**config.mk**
```make
export PLATFORM = sky130hd
export DESIGN_NAME = multicycle_control
export DESIGN_NICKNAME = d
export VERILOG_FILES = /design/src/rtl/multicycle_control.sv
export SDC_FILE = /design/constraint.sdc
export NUM_CORES = 1
export LEC_CHECK = 0
export ABC_CLOCK_PERIOD_IN_PS = 1700
export BUFFER_PORTS_ARGS = -buffer_cell sky130_fd_sc_hd__buf_2
export CAP_MARGIN = 5
export CORE_ASPECT_RATIO = 1.2
export CORE_MARGIN = 3
export CORE_UTILIZATION = 30
export DETAILED_ROUTE_END_ITERATION = 6
export PLACE_DENSITY = 0.68
export SYNTH_ARGS = -nofsm -noshare
export SYNTH_HDL_FRONTEND = slang
export SYNTH_SLANG_ARGS = --single-unit
```
**constraint.sdc**
```tcl
create_clock -name clk -period 1.7 [get_ports clk]
set_input_delay 0.085 -clock clk [delete_from_list [all_inputs] [get_ports clk]]
set_output_delay 0.085 -clock clk [all_outputs]
set_load 0.005 [all_outputs]
```
**src/rtl/multicycle_control.sv**
```systemverilog
// multicycle_control
//   Main control FSM of the multicycle MIPS core. Sequences each instruction
//   through fetch, decode, execute, memory and writeback. It also drives the
//   datapath mux selects and write strobes, plus the 2-bit aluop used by
//   alu_control.
//
// Ports
//   clk        in   rising-edge clock
//   rst_n      in   asynchronous active-low reset
//   opcode     in   instr[31:26] from the instruction register
//   mem_ready  in   memory completes the current access this cycle
//   aluop      out  00 add, 01 sub, 10 funct-decoded
//   alusrca    out  0=PC, 1=rs
//   alusrcb    out  00=rt, 01=4, 10=sign-ext imm, 11=imm<<2
//   iord       out  memory address: 0=PC, 1=ALUOut
//   pcsrc      out  00=ALU result, 01=ALUOut, 10=jump target
//   regdst     out  0=rt, 1=rd
//   memtoreg   out  0=ALUOut, 1=MDR
//   irwrite, pcwrite, branch, regwrite, memwrite  out  write strobes
//   illegal_op out  one-cycle pulse in DECODE on an unsupported opcode
//   state      out  current state, for debug
module multicycle_control #(
  parameter int OP_W    = 6,
  parameter int ALUOP_W = 2,
  parameter int ST_W    = 4
) (
  input  logic               clk,
  input  logic               rst_n,
  input  logic [OP_W-1:0]    opcode,
  input  logic               mem_ready,
  output logic [ALUOP_W-1:0] aluop,
  output logic               alusrca,
  output logic [1:0]         alusrcb,
  output logic               iord,
  output logic [1:0]         pcsrc,
  output logic               regdst,
  output logic               memtoreg,
  output logic               irwrite,
  output logic               pcwrite,
  output logic               branch,
  output logic               regwrite,
  output logic               memwrite,
  output logic               illegal_op,
  output logic [ST_W-1:0]    state
);

  typedef enum logic [ST_W-1:0] {
    S_FETCH  = ST_W'(0),
    S_DECODE = ST_W'(1),
    S_MEMADR = ST_W'(2),
    S_MEMRD  = ST_W'(3),
    S_MEMWB  = ST_W'(4),
    S_MEMWR  = ST_W'(5),
    S_EXEC   = ST_W'(6),
    S_ALUWB  = ST_W'(7),
    S_BRANCH = ST_W'(8),
    S_ADDIEX = ST_W'(9),
    S_ADDIWB = ST_W'(10),
    S_JUMP   = ST_W'(11)
  } state_t;

  localparam logic [OP_W-1:0] OP_RTYPE = OP_W'(6'b000000);
  localparam logic [OP_W-1:0] OP_LW    = OP_W'(6'b100011);
  localparam logic [OP_W-1:0] OP_SW    = OP_W'(6'b101011);
  localparam logic [OP_W-1:0] OP_BEQ   = OP_W'(6'b000100);
  localparam logic [OP_W-1:0] OP_ADDI  = OP_W'(6'b001000);
  localparam logic [OP_W-1:0] OP_J     = OP_W'(6'b000010);

  localparam logic [ALUOP_W-1:0] ALUOP_ADD   = ALUOP_W'(0);
  localparam logic [ALUOP_W-1:0] ALUOP_SUB   = ALUOP_W'(1);
  localparam logic [ALUOP_W-1:0] ALUOP_FUNCT = ALUOP_W'(2);

  state_t state_q;
  state_t state_d;
  logic   op_known;

  assign op_known = (opcode == OP_LW)   || (opcode == OP_SW)   ||
                    (opcode == OP_RTYPE)|| (opcode == OP_BEQ)  ||
                    (opcode == OP_ADDI) || (opcode == OP_J);

  always_ff @(posedge clk or negedge rst_n) begin
    if (!rst_n) state_q <= S_FETCH;
    else        state_q <= state_d;
  end

  // Next-state logic; opcode is only consulted in DECODE and MEMADR.
  always_comb begin
    state_d = S_FETCH;
    case (state_q)
      S_FETCH:  state_d = mem_ready ? S_DECODE : S_FETCH;
      S_DECODE: begin
        if ((opcode == OP_LW) || (opcode == OP_SW)) state_d = S_MEMADR;
        else if (opcode == OP_RTYPE)                state_d = S_EXEC;
        else if (opcode == OP_BEQ)                  state_d = S_BRANCH;
        else if (opcode == OP_ADDI)                 state_d = S_ADDIEX;
        else if (opcode == OP_J)                    state_d = S_JUMP;
        else                                        state_d = S_FETCH;
      end
      S_MEMADR: begin
        if (opcode == OP_LW)      state_d = S_MEMRD;
        else if (opcode == OP_SW) state_d = S_MEMWR;
        else                      state_d = S_FETCH;
      end
      S_MEMRD:  state_d = mem_ready ? S_MEMWB : S_MEMRD;
      S_MEMWB:  state_d = S_FETCH;
      S_MEMWR:  state_d = mem_ready ? S_FETCH : S_MEMWR;
      S_EXEC:   state_d = S_ALUWB;
      S_ALUWB:  state_d = S_FETCH;
      S_BRANCH: state_d = S_FETCH;
      S_ADDIEX: state_d = S_ADDIWB;
      S_ADDIWB: state_d = S_FETCH;
      S_JUMP:   state_d = S_FETCH;
      default:  state_d = S_FETCH;
    endcase
  end

  // Moore output decode. FETCH strobes follow mem_ready so the IR and PC
  // only load on the cycle the instruction word actually arrives.
  always_comb begin
    aluop      = ALUOP_ADD;
    alusrca    = 1'b0;
    alusrcb    = 2'b00;
    iord       = 1'b0;
    pcsrc      = 2'b00;
    regdst     = 1'b0;
    memtoreg   = 1'b0;
    irwrite    = 1'b0;
    pcwrite    = 1'b0;
    branch     = 1'b0;
    regwrite   = 1'b0;
    memwrite   = 1'b0;
    illegal_op = 1'b0;
    case (state_q)
      S_FETCH: begin
        alusrcb = 2'b01;
        irwrite = mem_ready;
        pcwrite = mem_ready;
      end
      S_DECODE: begin
        alusrcb    = 2'b11;
        illegal_op = !op_known;
      end
      S_MEMADR: begin
        alusrca = 1'b1;
        alusrcb = 2'b10;
      end
      S_MEMRD:  iord = 1'b1;
      S_MEMWB: begin
        memtoreg = 1'b1;
        regwrite = 1'b1;
      end
      S_MEMWR: begin
        iord     = 1'b1;
        memwrite = 1'b1;
      end
      S_EXEC: begin
        alusrca = 1'b1;
        aluop   = ALUOP_FUNCT;
      end
      S_ALUWB: begin
        regdst   = 1'b1;
        regwrite = 1'b1;
      end
      S_BRANCH: begin
        alusrca = 1'b1;
        aluop   = ALUOP_SUB;
        pcsrc   = 2'b01;
        branch  = 1'b1;
      end
      S_ADDIEX: begin
        alusrca = 1'b1;
        alusrcb = 2'b10;
      end
      S_ADDIWB: regwrite = 1'b1;
      S_JUMP: begin
        pcsrc   = 2'b10;
        pcwrite = 1'b1;
      end
      default: ;
    endcase
    // While reset is held the state already reads FETCH, but mem_ready
    // must not leak through to the strobes.
    if (!rst_n) begin
      irwrite    = 1'b0;
      pcwrite    = 1'b0;
      branch     = 1'b0;
      regwrite   = 1'b0;
      memwrite   = 1'b0;
      illegal_op = 1'b0;
    end
  end

  assign state = state_q;

endmodule

```
Word-level counts from Yosys, hierarchy flattened --
Index checks and enable logic that the tools add are counted.
Storage, ports and cells: logic and storage cells 59, output and inout port bits 20, input port bits 9, register bits 4
Operators by class: multiplexer cells 30, equal/unequal tests 16, reductions and logical operators 12
Operators with widths (count):
- 4-bit case mux with 7 select lines | 1
- 4-bit 2-to-1 mux | 5
- 4-bit by 3-bit == test with 1-bit output, second input constant | 4
- 4-bit == test, second input constant | 4
- 1-bit 2-to-1 mux | 16
- 6-bit == test, second input constant | 2
- 3-bit 2-to-1 mux | 4
- 4-bit by 2-bit == test with 1-bit output, second input constant | 2
- 2-bit case mux with 2 select lines | 2
- 6-bit by 2-bit == test with 1-bit output, second input constant | 1
- 6-bit by 3-bit == test with 1-bit output, second input constant | 1
- 6-bit by 4-bit == test with 1-bit output, second input constant | 1
- 6-bit logical NOT | 1
- 2-bit case mux with 3 select lines | 1
- 1-bit logical OR | 5
- 4-bit by 1-bit == test with 1-bit output, second input constant | 1
- 4-bit logical NOT | 1
- 2-bit OR reduction | 2
- 4-bit OR reduction | 1
- 3-bit OR reduction | 1
- 1-bit case mux with 2 select lines | 1
- 1-bit logical NOT | 1

Logic depth before layout (Yosys ltp) --
depth in word-level cells 9, gate-level depth with buffers 5, mapped depth without buffers 4

Worst setup path before layout --
No wires, ideal clock.
kind register to output, start point reg state_q[0] (netlist: state[0]), end point out pcwrite, data required time 1615 ps, buffers on the path 1, stages on the path, launching flop included 6, arrival time 1393 ps, setup slack 222 ps, cell sequence dfrtp_1 clkbuf_1 or3b_2 nor2_1 a31oi_1 nor3_1
Between the ends: word-level cells in the longest chain between the ends 3, elaborated cells on any way between the ends 4, those cells by class 1 x eq/ne; 2 x mux; 1 x reduce/logical
Ends and longest elaborated chain:
- start, declared | RTL line 73 | state_t state_q;
- start signal, assigned | RTL line 83 | else state_q <= state_d;
- 4-bit == test / 4-bit logical NOT (equally long branches) | RTL line 133 | case (state_q)
- 1-bit case mux with 2 select lines (*) | RTL line 133
- 1-bit 2-to-1 mux (*) | RTL line 183 | if (!rst_n) begin
- end, declared | RTL line 39 | output logic pcwrite,
Mark *: on every way between the ends. The rest lies on a longest branch, timed or not.

Worst setup path after layout --
start point reg state_q[1] (netlist: state[1]), end point out regwrite
Between the ends: word-level cells in the longest chain between the ends 4, elaborated cells on any way between the ends 6, those cells by class 3 x eq/ne; 2 x mux; 1 x reduce/logical
Ends and longest elaborated chain:
- 4-bit == test / 4-bit by 3-bit == test with 1-bit output (equally long branches) | RTL line 133
- 3-bit OR reduction (no source line) (*)
- 1-bit 2-to-1 mux (*) | RTL line 133
- 1-bit 2-to-1 mux (*) | RTL line 183
- end, declared | RTL line 41 | output logic regwrite,
Marked as above.

==> impl_results.md <==
- Antenna-violating nets left: 0
- Highest Clock Rate: 617 MHz
- Total nets after synthesis: 84
- Vias per inst: 5.30
- Number of port buffers: 28
- Crit path max fanout: 8
- Power Internal: 0.251 mW
- Crit Path Class: reg -> out
- Yosys warns: 0
- Gate power share: 0.385
- Util after Layout: 0.478
- Wirelength per Cell: 12.4 um
- N_diodes: 0
- Nets: 119
- Max-cap violations: 0
- Worst endpoint required time: 1.62 ns
- First-pass GRT wire length: 2460 um
- Crit start category: flop
- Status: completed
- Sequential area share after synthesis: 0.203
- Largest net degree at the start of global routing: 12
- Overall routed net length: 1550 um
- Power per cell area: 532 nW/um2
- Root buf cell: clkbuf_4
- Leak pwr: 0.374 nW
- Slew Limit Fails: 0
- Max H-tree Level: 1
- Reg clk slew, reported paths: 0.04 ns
- Yosys top cell by area: dfrtp_1
- Tmin final: 1.62 ns
- CTS tree: built
- HP Class: in -> async
- Sw power: 0.127 mW
- Worst setup EP type: primary output
- Switch share: 0.336
- Share of the synthesized area in the top cell type: 0.203
- Avg Cell Area, Syn: 6.57 um2
- Synth cell types: 29
- Core area: 1480 um2
- Cts bufs inserted: 3
- Slew headroom: 0.764
- Clock skew: 0.00254 ns
- Clock Sinks: 4
- Seq pwr share: 0.303
- Final setup fails: 0
- Post-DP Area: 642 um2
- Remaining global-route overflow: 0
- GRT Total Usage: 0.147
- Drt drc: 0
- # rows: 15
- Share of cells above drive strength 1: 0.380
- Cell area after layout: 709 um2
- Measured slew at the worst slew-check pin: 0.355 ns
- Initial core utilization: 0.332
- Skew-Pair Late Insertion Delay: 0.23 ns
- GPL Wtd Cong: 0.912
- Area delta synth->final: 43.9%
- Synth Register Bits: 4
- Final Hold Fails: 0
- Number of DRC markers in iteration 0: 21
- Die X: 43.0 um
- Max FFs per register: 4
- DIE AREA: 2170 um2
- IR drop worst, VDD: 0.199 mV
- Layout fillers: 162
- Die Y: 50.4 um
- Fin crit share: 0.954
- I/O pin count: 29
- Cells after Synth: 75
- Vias in the first global route: 572
- Initial antenna violation count: 0
- Clock power frac: 0.312
- DRT Pass-1 Iters: 4
- Mapped Area: 493 um2
- Via count: 662
- Dpl hpwl: 1190 um
- Synth area leaders: dfrtp_1 (20%), nor3_1 (10%), nand3_1 (6.1%)
- Arr. time, crit path: 1.54 ns
- Max Buffers Root-to-Sink: 2
## routing by layer
| metal | vias up | part of all wire | global-route usage | wire [um] |
|---|---|---|---|---|
| met4 | 0 | 0 | 0.0754 | 0 |
| li1 | 338 | - | - | - |
| met2 | 27 | 0.51 | 0.253 | 789 |
| met1 | 297 | 0.42 | 0.173 | 651 |
| met5 | - | 0 | 0 | 0 |
| met3 | 0 | 0.071 | 0.0215 | 110 |
## synth_stat cells (all sizes together)
| cell | instances |
|---|---|
| inv | 5 |
| a32oi | 1 |
| a211o | 1 |
| buf | 2 |
| nand2 | 5 |
| o21ai | 5 |
| nor4 | 2 |
| nor2b | 2 |
| and3 | 1 |
| nor3 | 10 |
| a21oi | 3 |
| o211ai | 1 |
| nand2b | 3 |
| xnor2 | 1 |
| a32o | 1 |
| or2 | 1 |
| or4 | 2 |
| o22ai | 1 |
| a41oi | 1 |
| nor2 | 8 |
| clkbuf | 3 |
| nand3 | 6 |
| xor2 | 2 |
| or3b | 2 |
| and2 | 1 |
| dfrtp | 4 |
| a31oi | 1 |
## placed cells by master, fill, tap and decap left out, types with 2 or more instances in the layout
master,count
a21oi_1,3
buf_2,28
buf_4,6
clkbuf_4,3
dfrtp_1,2
dfrtp_2,2
inv_1,5
nand2_1,5
nand2b_1,3
nand3_1,6
nor2_1,8
nor2b_1,2
nor3_1,10
nor4_1,2
o21ai_0,5
or4_1,2
xor2_1,2
## power by group through the flow
stage / sequential (mW) / clock, mW / combinational (mW)
after floorplan: 0.109 / 0 / 0.0765
after global placement: 0.115 / 0 / 0.127
after detailed placement: 0.115 / 0 / 0.128
after CTS: 0.114 / 0.121 / 0.130
after global routing: 0.116 / 0.138 / 0.161
final: 0.114 / 0.118 / 0.146
## cells by family (layout without fill, tap and decap cells)
logic type,Yosys count,count (layout),share of synthesized area
AOI/OAI and AO/OA,15,15,0.195
and+or+nand+nor,43,43,0.454
DFF,4,4,0.203
xor gates and xnor gates,3,3,0.0533
buffers and inverters,10,43,0.0939
## path summary, 6_finish.rpt
kind                                 from  cells after the start       end  slack [ns]
worst max-delay path             state[1]                      6  regwrite        0.08
worst max register to register   state[1]                      5  state[1]        0.22
worst min-delay path                rst_n                      2  state[2]        0.20
min in group clk                opcode[3]                      3  state[2]        0.24
worst min register to register   state[0]                      2  state[2]        0.62
max in group asynchronous           rst_n                      2  state[1]        1.34
## area by class of cell
| class | count | area, um2 | area share |
|---|---|---|---|
| clock buffers | 3 | 22.5 | 0.0317 |
| well taps | 17 | 21.3 | 0.0300 |
| inverters | 5 | 18.8 | 0.0265 |
| repair buffers | 35 | 195 | 0.275 |
| multi-input cells | 61 | 349 | 0.492 |
| flip-flops and latches | 4 | 103 | 0.145 |
## what timing repair did
| item | 4_1_cts | 5_1_grt |
|---|---|---|
| endpoints found under the setup margin | 0 | 2 |
| hold buffers | 1 | 0 |
| resized for setup | 0 | 3 |
| setup buffers | 0 | 4 |
| hold endpoints to repair | 4 | 0 |
## stage by stage
step / total power [mW] / TNS (ns) / std cells / worst slack [ns] / hold slack, ns
floorplan: 0.185 / 0 / 75 / 0.222 / -0.211
global placement: 0.242 / 0 / 117 / 0.267 / -0.0881
detailed placement: 0.243 / 0 / 117 / 0.258 / -0.0850
CTS: 0.365 / 0 / 121 / 0.00540 / 0.207
global route: 0.416 / -0.000433 / 125 / -0.000433 / 0.213
finish: 0.378 / 0 / 125 / 0.0783 / 0.204
## worst max-delay path, stage by stage, from the launching register on
cell and delay (ns):
dfrtp_2 0.44, buf_4 0.16, nand2b_1 0.23, nand3_1 0.13
o21ai_0 0.07, and2_1 0.15, buf_2 0.12
No activity file was read; power rests on OpenSTA's default activity.
